### src/rtl/bus_pkg.sv
// Shared bus constants, FSM state encoding and helpers for the 1:3 bus demultiplexer.
package bus_pkg;

    localparam int unsigned ADDR_W = 32;
    localparam int unsigned DATA_W = 32;
    localparam int unsigned STRB_W = 4;
    localparam int unsigned NSLV   = 3;

    localparam logic [DATA_W-1:0] ERR_RDATA_DEFAULT = 32'hDEAD_BEEF;

    typedef enum logic [1:0] {
        IDLE = 2'd0,
        BUSY = 2'd1,
        ERR  = 2'd2
    } demux_state_e;

    function automatic logic [7:0] sat_inc8(input logic [7:0] v);
        return (v == 8'hFF) ? v : v + 8'd1;
    endfunction

endpackage

### src/rtl/bus_addr_match.sv
// Combinational base/mask address decode for three slaves, lowest index wins on overlap.
module bus_addr_match
    import bus_pkg::*;
#(
    parameter logic [ADDR_W-1:0] S0_BASE = 32'h0000_0000,
    parameter logic [ADDR_W-1:0] S0_MASK = 32'hF000_0000,
    parameter logic [ADDR_W-1:0] S1_BASE = 32'h1000_0000,
    parameter logic [ADDR_W-1:0] S1_MASK = 32'hF000_0000,
    parameter logic [ADDR_W-1:0] S2_BASE = 32'h2000_0000,
    parameter logic [ADDR_W-1:0] S2_MASK = 32'hF000_0000
) (
    input  logic [ADDR_W-1:0] addr_i,
    output logic [NSLV-1:0]   hit_o,
    output logic [1:0]        idx_o
);

    always_comb begin
        hit_o[0] = ((addr_i & S0_MASK) == S0_BASE);
        hit_o[1] = ((addr_i & S1_MASK) == S1_BASE);
        hit_o[2] = ((addr_i & S2_MASK) == S2_BASE);
        idx_o    = 2'd0;
        if (hit_o[0]) begin
            idx_o = 2'd0;
        end else if (hit_o[1]) begin
            idx_o = 2'd1;
        end else if (hit_o[2]) begin
            idx_o = 2'd2;
        end
    end

endmodule

### src/rtl/bus_demux3.sv
// Routes one valid/ready master to three slaves by address, holding the route for the
// whole transaction; unmapped or silent targets complete with an error word.
module bus_demux3
    import bus_pkg::*;
#(
    parameter logic [ADDR_W-1:0] S0_BASE   = 32'h0000_0000,
    parameter logic [ADDR_W-1:0] S0_MASK   = 32'hF000_0000,
    parameter logic [ADDR_W-1:0] S1_BASE   = 32'h1000_0000,
    parameter logic [ADDR_W-1:0] S1_MASK   = 32'hF000_0000,
    parameter logic [ADDR_W-1:0] S2_BASE   = 32'h2000_0000,
    parameter logic [ADDR_W-1:0] S2_MASK   = 32'hF000_0000,
    parameter int unsigned       TIMEOUT   = 255,
    parameter logic [DATA_W-1:0] ERR_RDATA = ERR_RDATA_DEFAULT
) (
    input  logic              clk,
    input  logic              resetn,
    input  logic              m_valid,
    output logic              m_ready,
    input  logic [ADDR_W-1:0] m_addr,
    input  logic [DATA_W-1:0] m_wdata,
    input  logic [STRB_W-1:0] m_wstrb,
    output logic [DATA_W-1:0] m_rdata,
    output logic              s0_valid,
    input  logic              s0_ready,
    output logic [ADDR_W-1:0] s0_addr,
    output logic [DATA_W-1:0] s0_wdata,
    output logic [STRB_W-1:0] s0_wstrb,
    input  logic [DATA_W-1:0] s0_rdata,
    output logic              s1_valid,
    input  logic              s1_ready,
    output logic [ADDR_W-1:0] s1_addr,
    output logic [DATA_W-1:0] s1_wdata,
    output logic [STRB_W-1:0] s1_wstrb,
    input  logic [DATA_W-1:0] s1_rdata,
    output logic              s2_valid,
    input  logic              s2_ready,
    output logic [ADDR_W-1:0] s2_addr,
    output logic [DATA_W-1:0] s2_wdata,
    output logic [STRB_W-1:0] s2_wstrb,
    input  logic [DATA_W-1:0] s2_rdata,
    output logic              err,
    output logic [7:0]        err_count
);

    localparam logic [15:0] TIMEOUT_C = 16'(TIMEOUT);

    demux_state_e      state_q, state_d;
    logic [1:0]        sel_q, sel_d;
    logic [15:0]       cnt_q, cnt_d;
    logic [7:0]        err_count_q, err_count_d;

    logic [NSLV-1:0]   hit;
    logic [1:0]        hit_idx;
    logic              sel_ready;
    logic [DATA_W-1:0] sel_rdata;
    logic              fwd;
    logic              fwd_valid;

    bus_addr_match #(
        .S0_BASE(S0_BASE), .S0_MASK(S0_MASK),
        .S1_BASE(S1_BASE), .S1_MASK(S1_MASK),
        .S2_BASE(S2_BASE), .S2_MASK(S2_MASK)
    ) u_match (
        .addr_i (m_addr),
        .hit_o  (hit),
        .idx_o  (hit_idx)
    );

    always_comb begin
        case (sel_q)
            2'd0:    begin sel_ready = s0_ready; sel_rdata = s0_rdata; end
            2'd1:    begin sel_ready = s1_ready; sel_rdata = s1_rdata; end
            default: begin sel_ready = s2_ready; sel_rdata = s2_rdata; end
        endcase
    end

    always_comb begin
        state_d   = state_q;
        sel_d     = sel_q;
        cnt_d     = cnt_q;
        m_ready   = 1'b0;
        m_rdata   = '0;
        err       = 1'b0;
        fwd       = 1'b0;
        fwd_valid = 1'b0;
        case (state_q)
            IDLE: begin
                if (m_valid) begin
                    if (|hit) begin
                        sel_d   = hit_idx;
                        cnt_d   = '0;
                        state_d = BUSY;
                    end else begin
                        state_d = ERR;
                    end
                end
            end
            BUSY: begin
                fwd = 1'b1;
                // Master abort takes precedence; slave ready beats the timeout in the same cycle.
                if (!m_valid) begin
                    state_d = IDLE;
                end else if (sel_ready) begin
                    fwd_valid = 1'b1;
                    m_ready   = 1'b1;
                    m_rdata   = sel_rdata;
                    state_d   = IDLE;
                end else if (cnt_q == TIMEOUT_C) begin
                    m_ready = 1'b1;
                    m_rdata = ERR_RDATA;
                    err     = 1'b1;
                    state_d = IDLE;
                end else begin
                    fwd_valid = 1'b1;
                    cnt_d     = cnt_q + 16'd1;
                end
            end
            ERR: begin
                m_ready = 1'b1;
                m_rdata = ERR_RDATA;
                err     = 1'b1;
                state_d = IDLE;
            end
            default: state_d = IDLE;
        endcase
        err_count_d = err ? sat_inc8(err_count_q) : err_count_q;
    end

    always_comb begin
        s0_valid = 1'b0; s0_addr = '0; s0_wdata = '0; s0_wstrb = '0;
        s1_valid = 1'b0; s1_addr = '0; s1_wdata = '0; s1_wstrb = '0;
        s2_valid = 1'b0; s2_addr = '0; s2_wdata = '0; s2_wstrb = '0;
        if (fwd) begin
            case (sel_q)
                2'd0: begin
                    s0_valid = fwd_valid; s0_addr = m_addr; s0_wdata = m_wdata; s0_wstrb = m_wstrb;
                end
                2'd1: begin
                    s1_valid = fwd_valid; s1_addr = m_addr; s1_wdata = m_wdata; s1_wstrb = m_wstrb;
                end
                default: begin
                    s2_valid = fwd_valid; s2_addr = m_addr; s2_wdata = m_wdata; s2_wstrb = m_wstrb;
                end
            endcase
        end
    end

    always_ff @(posedge clk) begin
        if (!resetn) begin
            state_q     <= IDLE;
            sel_q       <= '0;
            cnt_q       <= '0;
            err_count_q <= '0;
        end else begin
            state_q     <= state_d;
            sel_q       <= sel_d;
            cnt_q       <= cnt_d;
            err_count_q <= err_count_d;
        end
    end

    assign err_count = err_count_q;

endmodule

### config.mk
export PLATFORM = sky130hd
export DESIGN_NAME = bus_demux3
export DESIGN_NICKNAME = d
export VERILOG_FILES = /design/src/rtl/bus_pkg.sv /design/src/rtl/bus_addr_match.sv /design/src/rtl/bus_demux3.sv
export SDC_FILE = /design/constraint.sdc
export NUM_CORES = 1
export LEC_CHECK = 0
export ABC_CLOCK_PERIOD_IN_PS = 2900
export CAP_MARGIN = 20
export CORE_AREA = 3 3 163 165
export CTS_BUF_LIST = sky130_fd_sc_hd__clkbuf_16
export DETAILED_ROUTE_END_ITERATION = 7
export DIE_AREA = 0 0 166 168
export GPL_ROUTABILITY_DRIVEN = 1
export GPL_TIMING_DRIVEN = 0
export SETUP_SLACK_MARGIN = 0.05
export SLEW_MARGIN = 5
export SYNTH_ARGS = -nofsm -noshare
export SYNTH_HDL_FRONTEND = slang
export SYNTH_SLANG_ARGS = --single-unit
### constraint.sdc
create_clock -name clk -period 2.9 [get_ports clk]
set_input_delay 0.58 -clock clk [delete_from_list [all_inputs] [get_ports clk]]
set_output_delay 0.58 -clock clk [all_outputs]
set_load 0.01 [all_outputs]
# Yosys cells after proc, flatten, opt, wreduce, memory -nomap -nowiden
# Cells that the tools add are included.
[totals]
ff_bits = 28
word_cells = 87
input_bits = 170
[classes]
addsub = 2
n_reduce_logical = 10
n_bitwise = 1
eq_ne = 13
n_mux = 57
[ops]
columns = ["op", "count"]
rows = [
  ["32-bit 2-to-1 mux", 15],
  ["32-bit one-hot mux with 2 select lines", 2],
  ["16-bit 2-to-1 mux", 5],
  ["32-bit zero test", 1],
  ["16-bit one-hot mux with 2 select lines", 1],
  ["4-bit 2-to-1 mux", 6],
  ["16-bit by 1-bit adder with 16-bit output, second input constant", 1],
  ["16-bit by 8-bit == test with 1-bit output, second input constant", 1],
  ["1-bit 2-to-1 mux", 16],
  ["2-bit 2-to-1 mux", 8],
  ["2-bit inequality test, second input constant", 5],
  ["8-bit by 1-bit adder with 8-bit output, second input constant", 1],
  ["8-bit == test, second input constant", 1],
  ["1-bit one-hot mux with 2 select lines", 3],
  ["6-bit AND reduction", 1],
  ["2-bit by 1-bit == test with 1-bit output, second input constant", 2],
  ["4-bit by 1-bit == test with 1-bit output, second input constant", 1],
  ["4-bit by 2-bit == test with 1-bit output, second input constant", 1],
  ["2-bit zero test", 2],
  ["4-bit inequality test, second input constant", 1],
  ["2-bit one-hot mux with 2 select lines", 1],
  ["2-bit AND reduction", 2],
  ["3-bit AND reduction", 1],
  ["3-bit OR reduction", 1],
  ["other kinds (4)", 4],
]

# Longest topological paths before layout
# Gate-level depths: netlist of run 1.
[logic_depth]
ltp_word = 7
ltp_mapped = 8
mapped_depth_nobuf = 7

# Cells and area by module
# Synthesis of run 1 repeated with hierarchy kept, for this count alone.
[unflattened]
cells_unflattened = 536
hier_area_um2 = 3808.7
[modules_own_cells]
columns = ["module", "n_inst", "seq_area_each_um2", "cells_each", "area_each_um2"]
rows = [
  ["bus_demux3", 1, 560.5, 531, 3767.4],
  ["bus_addr_match", 1, 0.0, 5, 41.3],
]

# Worst setup path after synthesis of run 1
# No wires, ideal clock.
[synth_timing]
path_kind = "register -> output"
startpoint = "register cnt_q[0]"
endpoint = "output port m_ready"
t_arrival_ps = 1731
path_stages_with_launch = 9
required_time_ps = 2320
setup_slack_ps = 589
cell_sequence = "dfxtp_1 -> ha_1 -> and3_4 -> and4_1 -> nor2_1 -> nor2_1 -> o21ai_2 -> buf_2 -> inv_1"
[synth_via]
elab_chain_len = 5
[synth_lines]
columns = ["item", "line", "source"]
rows = [
  ["from (decl)", "bus_demux3.sv:49", "logic [15:0] cnt_q, cnt_d;"],
  ["from (signal assigned)", "bus_demux3.sv:157", "cnt_q <= cnt_d;"],
  ["16-bit by 8-bit == test with 1-bit output", "bus_demux3.sv:108", "end else if (cnt_q == TIMEOUT_C) begin"],
  ["1-bit 2-to-1 mux", "bus_demux3.sv:108", ""],
  ["1-bit 2-to-1 mux", "bus_demux3.sv:103", "end else if (sel_ready) begin"],
  ["1-bit 2-to-1 mux", "bus_demux3.sv:101", "if (!m_valid) begin"],
  ["1-bit one-hot mux with 2 select lines", "bus_demux3.sv:86", "case (state_q)"],
  ["to (decl)", "bus_demux3.sv:18", "output logic m_ready,"],
]
# No other way between the ends.

# Worst setup path after layout of run 1
[layout_timing]
startpoint = "register state_q[1]"
endpoint = "output port s2_wdata[6]"
[layout_via]
elab_chain_len = 3
[layout_lines]
columns = ["item", "line", "source"]
rows = [
  ["from (decl)", "bus_demux3.sv:47", "demux_state_e state_q, state_d;"],
  ["from (signal assigned)", "bus_demux3.sv:155", "state_q <= state_d;"],
  ["2-bit by 1-bit == test with 1-bit output", "bus_demux3.sv:86", ""],
  ["1-bit 2-to-1 mux", "bus_demux3.sv:86", ""],
  ["32-bit 2-to-1 mux", "bus_demux3.sv:133", "if (fwd) begin"],
  ["to (decl)", "bus_demux3.sv:38", "output logic [DATA_W-1:0] s2_wdata,"],
]
# No other way between the ends.

==> impl_metrics.tcl, run 1 <==
set metrics [dict create \
    synthCells 562 \
    rsz0062_at_grt "yes" \
    fin_tns_setup_ps 0 \
    period_minus_slack_ps 2790 \
    cts_tree "built" \
    hold_slack_ps 483 \
    ff2ff_setup_slack_ps 720 \
    cts_hold_buf 0 \
    synth_fp_nets 737 \
    critical_path_class "reg2out" \
    grt.total_usage_pct 16.8 \
    gp_congestion 0.881 \
    cts_made_buffers 3 \
    finalSetupViolations 0 \
    power_mw 1.31 \
    synth.area.top_cells "and2_1 (24%), dfxtp_1 (15%), and3_1 (13%), mux2i_1 (8.7%), a21oi_1 (5.0%)" \
    grt_max_degree 15 \
    path_common_cell "clkbuf_4" \
    drive_above_1_share_pct 11.8 \
    cts.sinks 28 \
    core_area_mm2 0.0252 \
    clock_latency_ps 260 \
    grt_overflow 0 \
    cts_max_level 1 \
    yosysTopAreaCell "and2_1" \
    report.final.slew_viol_count 0 \
    syn_to_final_growth_pct 136 \
    cpMaxStageDelayCell "clkdlybuf4s50_1" \
    yosys_warnings 0 \
    final_area_mm2 0.00895 \
    dp_hpwl_um 20900 \
    final_cell_mix "clkdlybuf4s50_1 (355), and2_1 (145), and3_1 (76)" \
    antenna_cells 0 \
    crit_path_start_kind "register" \
    synth_ff_type "dfxtp_1" \
    hold_class "reg2reg" \
    end_kind "output port" \
    async_flop_share_pct 0 \
    min_path_cells 2 \
    vdd_drop_max_uv 215 \
    cts.path.max_buffers 2 \
    clock-root-buffer "clkbuf_16" \
    fmax_mhz 358 \
    leakage_nw 4.09 \
    critPathMaxStageDelay_ps 580 \
    syn_area_mm2 0.00379 \
    worstMarginPinSlew_ps 716 \
    die-area_mm2 0.0279 \
    cts.clk_slew.worst_paths_ps 70 \
    cp_cell_sequence "inv_1 -> ha_4 -> clkbuf_4 -> clkbuf_4 -> and3_1 -> clkdlybuf4s50_1" \
    worstReg2RegEnd "cnt_q[8]$_SDFFE_PN0P_" \
    holdCritStartpoint "state_q[1]$_SDFFE_PN0P_" \
    slew_headroom_pct 51.8 \
    io_pins 419 \
    die_w_um 166 \
    fin_worst_skew_ps 3.37 \
    ys_seq_elements 28 \
    powerDensity_mw_per_mm2 146 \
    nets 1184 \
    synth.distinct_cells 45 \
    synth_edf_count 0 \
    grt_first_pass_wirelength_um 36600 \
    reg2reg_depth 6 \
    die_height_um 168 \
    crit_arrival_ps 2210 \
    via_per_inst 4.26 \
    outcome "complete, no violations" \
    required_ps 2320 \
    final_common_cell "clkdlybuf4s50_1" \
    critical-path-top-delay-family "buffers and inverters" \
    antenna_found_initial 1 \
    ant_nets 0 \
    start_util_pct 15.1 \
    drt_wl_total_um 25400 \
    stdcell_count 1337 \
    r2r_start "state_q[0]$_SDFFE_PN0P_" \
    drtPass1Iterations 4 \
    period_share_pct 96.3 \
    avgSynthCellArea_um2 6.75 \
    crit_fanout 10 \
    dpl.cell_count 1312 \
    path_buf_inv 4 \
    grt_pass1_vias 5553 \
    row_count 58 \
    worst_hold_path.endpoint "state_q[1]$_SDFFE_PN0P_" \
    max_cap_violations 0 \
    num_vias 5692 \
    crit_path_start "state_q[1]$_SDFFE_PN0P_" \
    yosysTopAreaCellShare_pct 23.9 \
    yosysSeqAreaShare_pct 14.8 \
    wire_per_inst_um 19.0 \
    drcViolationCount 0 \
    final_hold_viol_count 0 \
    portBuffers 418 \
    place_area_mm2 0.00841 \
    initialDrtViolationCount 304 \
]
[cell families after synthesis]
logic type	after synthesis	synth area share [%]
AOI/OAI and AO/OA	83	12.8
xor gates and xnor gates	16	3.69
adders and majority gates	5	1.65
buffers and inverters	55	6.13
DFF	28	14.8
muxes	33	8.70
and+or+nand+nor	342	52.3
[sequential cells by signal (all words and copies together) (netlist names)]
register / cells
cnt_q: 16
err_count: 8
sel_q: 2
state_q: 2
[timing repair]
action                                  CTS  global route
setup buffers                            17             5
endpoints found under the setup margin  241           131
pin swaps                                 5             7
gates cloned                              1             0
resized for setup                       156            56
[report_power, final]
part / internal, mW / total (mW) / switching [mW]
sequential: 0.389 / 0.393 / 0.00401
clock: 0.183 / 0.317 / 0.133
combinational: 0.348 / 0.600 / 0.252
[per-stage QoR]
step	setup WS, ps	utilization (%)
2_1_floorplan	589	-
3_3_place_gp	-953	33.3
3_5_place_dp	-744	33.4
4_1_cts	-35.4	35.0
5_1_grt	40.4	35.5
6_report	106	35.5
[cells in the mapped netlist, types with 2 or more instances]
library cell / count
dfxtp_1: 28
nor3b_1: 2
xor2_1: 11
o221a_2: 2
nand2_1: 41
nor2b_1: 2
inv_1: 4
clkbuf_1: 41
ha_1: 5
and2_1: 145
or4_1: 3
o21ai_0: 28
or3_1: 2
a31oi_1: 2
and3_2: 2
o21a_1: 2
and3_1: 78
xnor2_1: 5
mux2i_1: 33
o211ai_1: 2
nor2_1: 34
a21oi_1: 38
nand3_1: 15
buf_1: 2
buf_2: 6
o21ai_2: 2
a21boi_0: 2
nand4_1: 8
[metal layers]
layer	part of all wire, %	up-vias	GRT usage [%]
li1	-	2813	-
met1	44	2639	21.9
met2	49	217	29.5
met3	6.1	21	3.19
met4	1.2	2	2.03
met5	0.051	-	0
[cell type report]
| class | count | area [um^2] |
|---|---|---|
| Buffer | 50 | 337 |
| Clock buffer | 3 | 75.1 |
| Fill cell | 2664 | 16200 |
| Inverter | 4 | 15.0 |
| Multi-Input combinational cell | 479 | 3100 |
| Sequential cell | 28 | 563 |
| Tap cell | 330 | 413 |
| Timing Repair Buffer | 443 | 4450 |
[worst max path at each step]
stage	endpoint	slack, ps	depth (start not counted)
floorplan	m_ready	590	8
global placement	s0_addr[30]	-950	7
detailed placement	s0_addr[30]	-740	8
CTS	m_rdata[7]	-40	10
global route	s2_wdata[7]	40	6
finish	s2_wdata[6]	110	6
[worst reg2reg max path: stages, from the launching register on]
cell	delay [ps]
dfxtp_1	340
inv_1	110
ha_1	270
nand4_1	190
o21ai_0	620
clkbuf_1	430
nor2_1	100
(Power assumes the default switching activity.)
==> inputs of run 2 (changes only) <==
--- a/config.mk
+++ b/config.mk
@@ -8,12 +8,13 @@
 export ABC_CLOCK_PERIOD_IN_PS = 2900
 export CAP_MARGIN = 20
 export CORE_AREA = 3 3 163 165
-export CTS_BUF_LIST = sky130_fd_sc_hd__clkbuf_16
+export CTS_BUF_LIST = sky130_fd_sc_hd__clkbuf_2 sky130_fd_sc_hd__clkbuf_4 sky130_fd_sc_hd__clkbuf_8
 export DETAILED_ROUTE_END_ITERATION = 7
 export DIE_AREA = 0 0 166 168
 export GPL_ROUTABILITY_DRIVEN = 1
 export GPL_TIMING_DRIVEN = 0
 export SETUP_SLACK_MARGIN = 0.05
+export SKIP_CTS_REPAIR_TIMING = 1
 export SLEW_MARGIN = 5
 export SYNTH_ARGS = -nofsm -noshare
 export SYNTH_HDL_FRONTEND = slang
==> run 2 against run 1 <==
Flip-flop and latch count did not move. Largest cell class unchanged. Largest power group unchanged. Highest routed layer unchanged. Worst hold slack improved by 1.3 ps. Via count fell by 0.84%. Clock-buffer cell count did not move. Total power fell by 7.1%. Global-route usage fell by 0.29 points. First-iteration DRC count fell by 4.3%.
==> impl_metrics.tcl, run 2 (synthesis results as in run 1) <==
set metrics [dict create \
    wl_met2_um 12500 \
    slew_headroom_pct 52.2 \
    period_minus_slack_ps 2820 \
    crit_path_start_kind "register" \
    crit_arrival_ps 2240 \
    required_ps 2320 \
    crit_fanout 5 \
    path_buf_inv 4 \
    outcome "complete, no violations" \
    drtPass1Iterations 4 \
    die_w_um 166 \
    io_pins 419 \
    portBuffers 418 \
    regMostFlops "cnt_q" \
    core_area_mm2 0.0252 \
    end_kind "output port" \
    gp_congestion 0.881 \
    powerDensity_mw_per_mm2 135 \
    final_cell_mix "clkdlybuf4s50_1 (354), and2_1 (145), and3_1 (76)" \
    drt_wl_total_um 25500 \
    finalSetupViolations 0 \
    rsz0062_at_grt "yes" \
    seq_area_um2 569 \
    grt.total_usage_pct 16.5 \
    grt_first_pass_wirelength_um 35900 \
    worstMarginPinSlew_ps 709 \
    final_common_cell "clkdlybuf4s50_1" \
    fin_worst_skew_ps 8.31 \
    grt_max_degree 15 \
    wl_met1_um 11200 \
    fmax_mhz 355 \
    wl_met3_um 1580 \
    die-area_mm2 0.0279 \
    clock-root-buffer "clkbuf_8" \
    cts_made_buffers 3 \
    antenna_cells 0 \
    ant_nets 0 \
    cts_max_level 1 \
    grt_pass1_vias 5434 \
    hold_slack_ps 484 \
    cp_cell_sequence "ha_4 -> and3_4 -> and4_4 -> nor2_4 -> nor2_4 -> o21ai_4 -> buf_6 -> buf_6 -> buf_8 -> a21oi_1 -> clkbuf_2" \
    fin_tns_setup_ps 0 \
    die_height_um 168 \
    wire_per_inst_um 19.1 \
    report.final.slew_viol_count 0 \
    hold_class "reg2reg" \
    critical-path-top-delay-family "simple AND/OR/NAND/NOR gates" \
    antenna_found_initial 1 \
    critical_path_class "reg2out" \
    cpMaxStageDelayCell "dfxtp_4" \
    cts_tree "built" \
    grt_overflow 0 \
    syn_to_final_growth_pct 137 \
    start_util_pct 15.1 \
    nets 1180 \
    leakage_nw 4.65 \
    dr.max_layer_used "met5" \
    drcViolationCount 0 \
    max_cap_violations 0 \
    cts.clk_slew.worst_paths_ps 100 \
    row_count 58 \
    clock_latency_ps 280 \
    power_mw 1.22 \
    largest_reg_flops 16 \
    vdd_drop_max_uv 174 \
    cts.path.max_buffers 2 \
    cts.sinks 28 \
    initialDrtViolationCount 291 \
    critPathMaxStageDelay_ps 380 \
    nFillCells 2644 \
    dp_hpwl_um 20900 \
    period_share_pct 97.2 \
    drive_above_1_share_pct 10.1 \
    multi_input_area_mm2 0.00311 \
    via_per_inst 4.23 \
    final_hold_viol_count 0 \
    num_vias 5644 \
]
==> run 2: cell types whose count changed in the layout (fill, tap and decap cells not counted), sizes merged <==
cell and change:
inv -1, clkdlybuf4s15 -16, clkbuf -8, dlymetal6s2s +38, dlygate4sd2 -20, clkinvlp +1, buf +3, clkdlybuf4s50 -1
==> run 2: worst paths after layout <==
kind / startpoint / endpoint / slack, ps / cells past startpoint
setup / recovery: cnt_q[0]$_SDFFE_PN0P_ / m_rdata[3] / 80 / 11
hold / removal: state_q[1]$_SDFFE_PN0P_ / state_q[1]$_SDFFE_PN0P_ / 480 / 2
setup reg to reg: state_q[0]$_SDFFE_PN0P_ / cnt_q[8]$_SDFFE_PN0P_ / 730 / 6
hold reg to reg: state_q[1]$_SDFFE_PN0P_ / state_q[1]$_SDFFE_PN0P_ / 480 / 2
==> run 2: power breakdown <==
group	switching [mW]	internal [mW]
clock network	0.121	0.0934
logic	0.255	0.355
registers	0.00415	0.388
total	0.380	0.837
==> run 2: worst reg2reg max path: cells and delay by family (launching register included) <==
kind,cells,cell delay [ps]
AOI/OAI and AO/OA,1,620
adders and majority gates,1,260
buffers and inverters,2,530
DFF,1,350
and+or+nand+nor,2,290
==> run 2: cell type report <==
class | instances | share of cell area, %
multi-input cells | 479 | 34.5
well taps | 330 | 4.59
repair buffers | 439 | 50.0
plain buffers | 50 | 3.89
flip-flops and latches | 28 | 6.32
inverters | 4 | 0.208
clock buffers | 3 | 0.459
==> run 2: metrics by stage <==
step | instances | utilization [%] | cell area, um^2 | setup WS [ps]
2_1_floorplan | 562 | - | 3790 | 589
3_3_place_gp | 1310 | 33.3 | 8390 | -953
4_1_cts | 1315 | 33.6 | 8450 | -1070
5_1_grt | 1333 | 35.7 | 9000 | -47.5
3_5_place_dp | 1312 | 33.4 | 8410 | -744
6_report | 1333 | 35.7 | 9000 | 80.2
==> run 2: layer usage <==
metal  global-route usage (%)  vias up
li1                         -     2800
met1                     21.6     2608
met2                     29.0      218
met3                     3.19       16
met4                     1.81        2
met5                        0        -
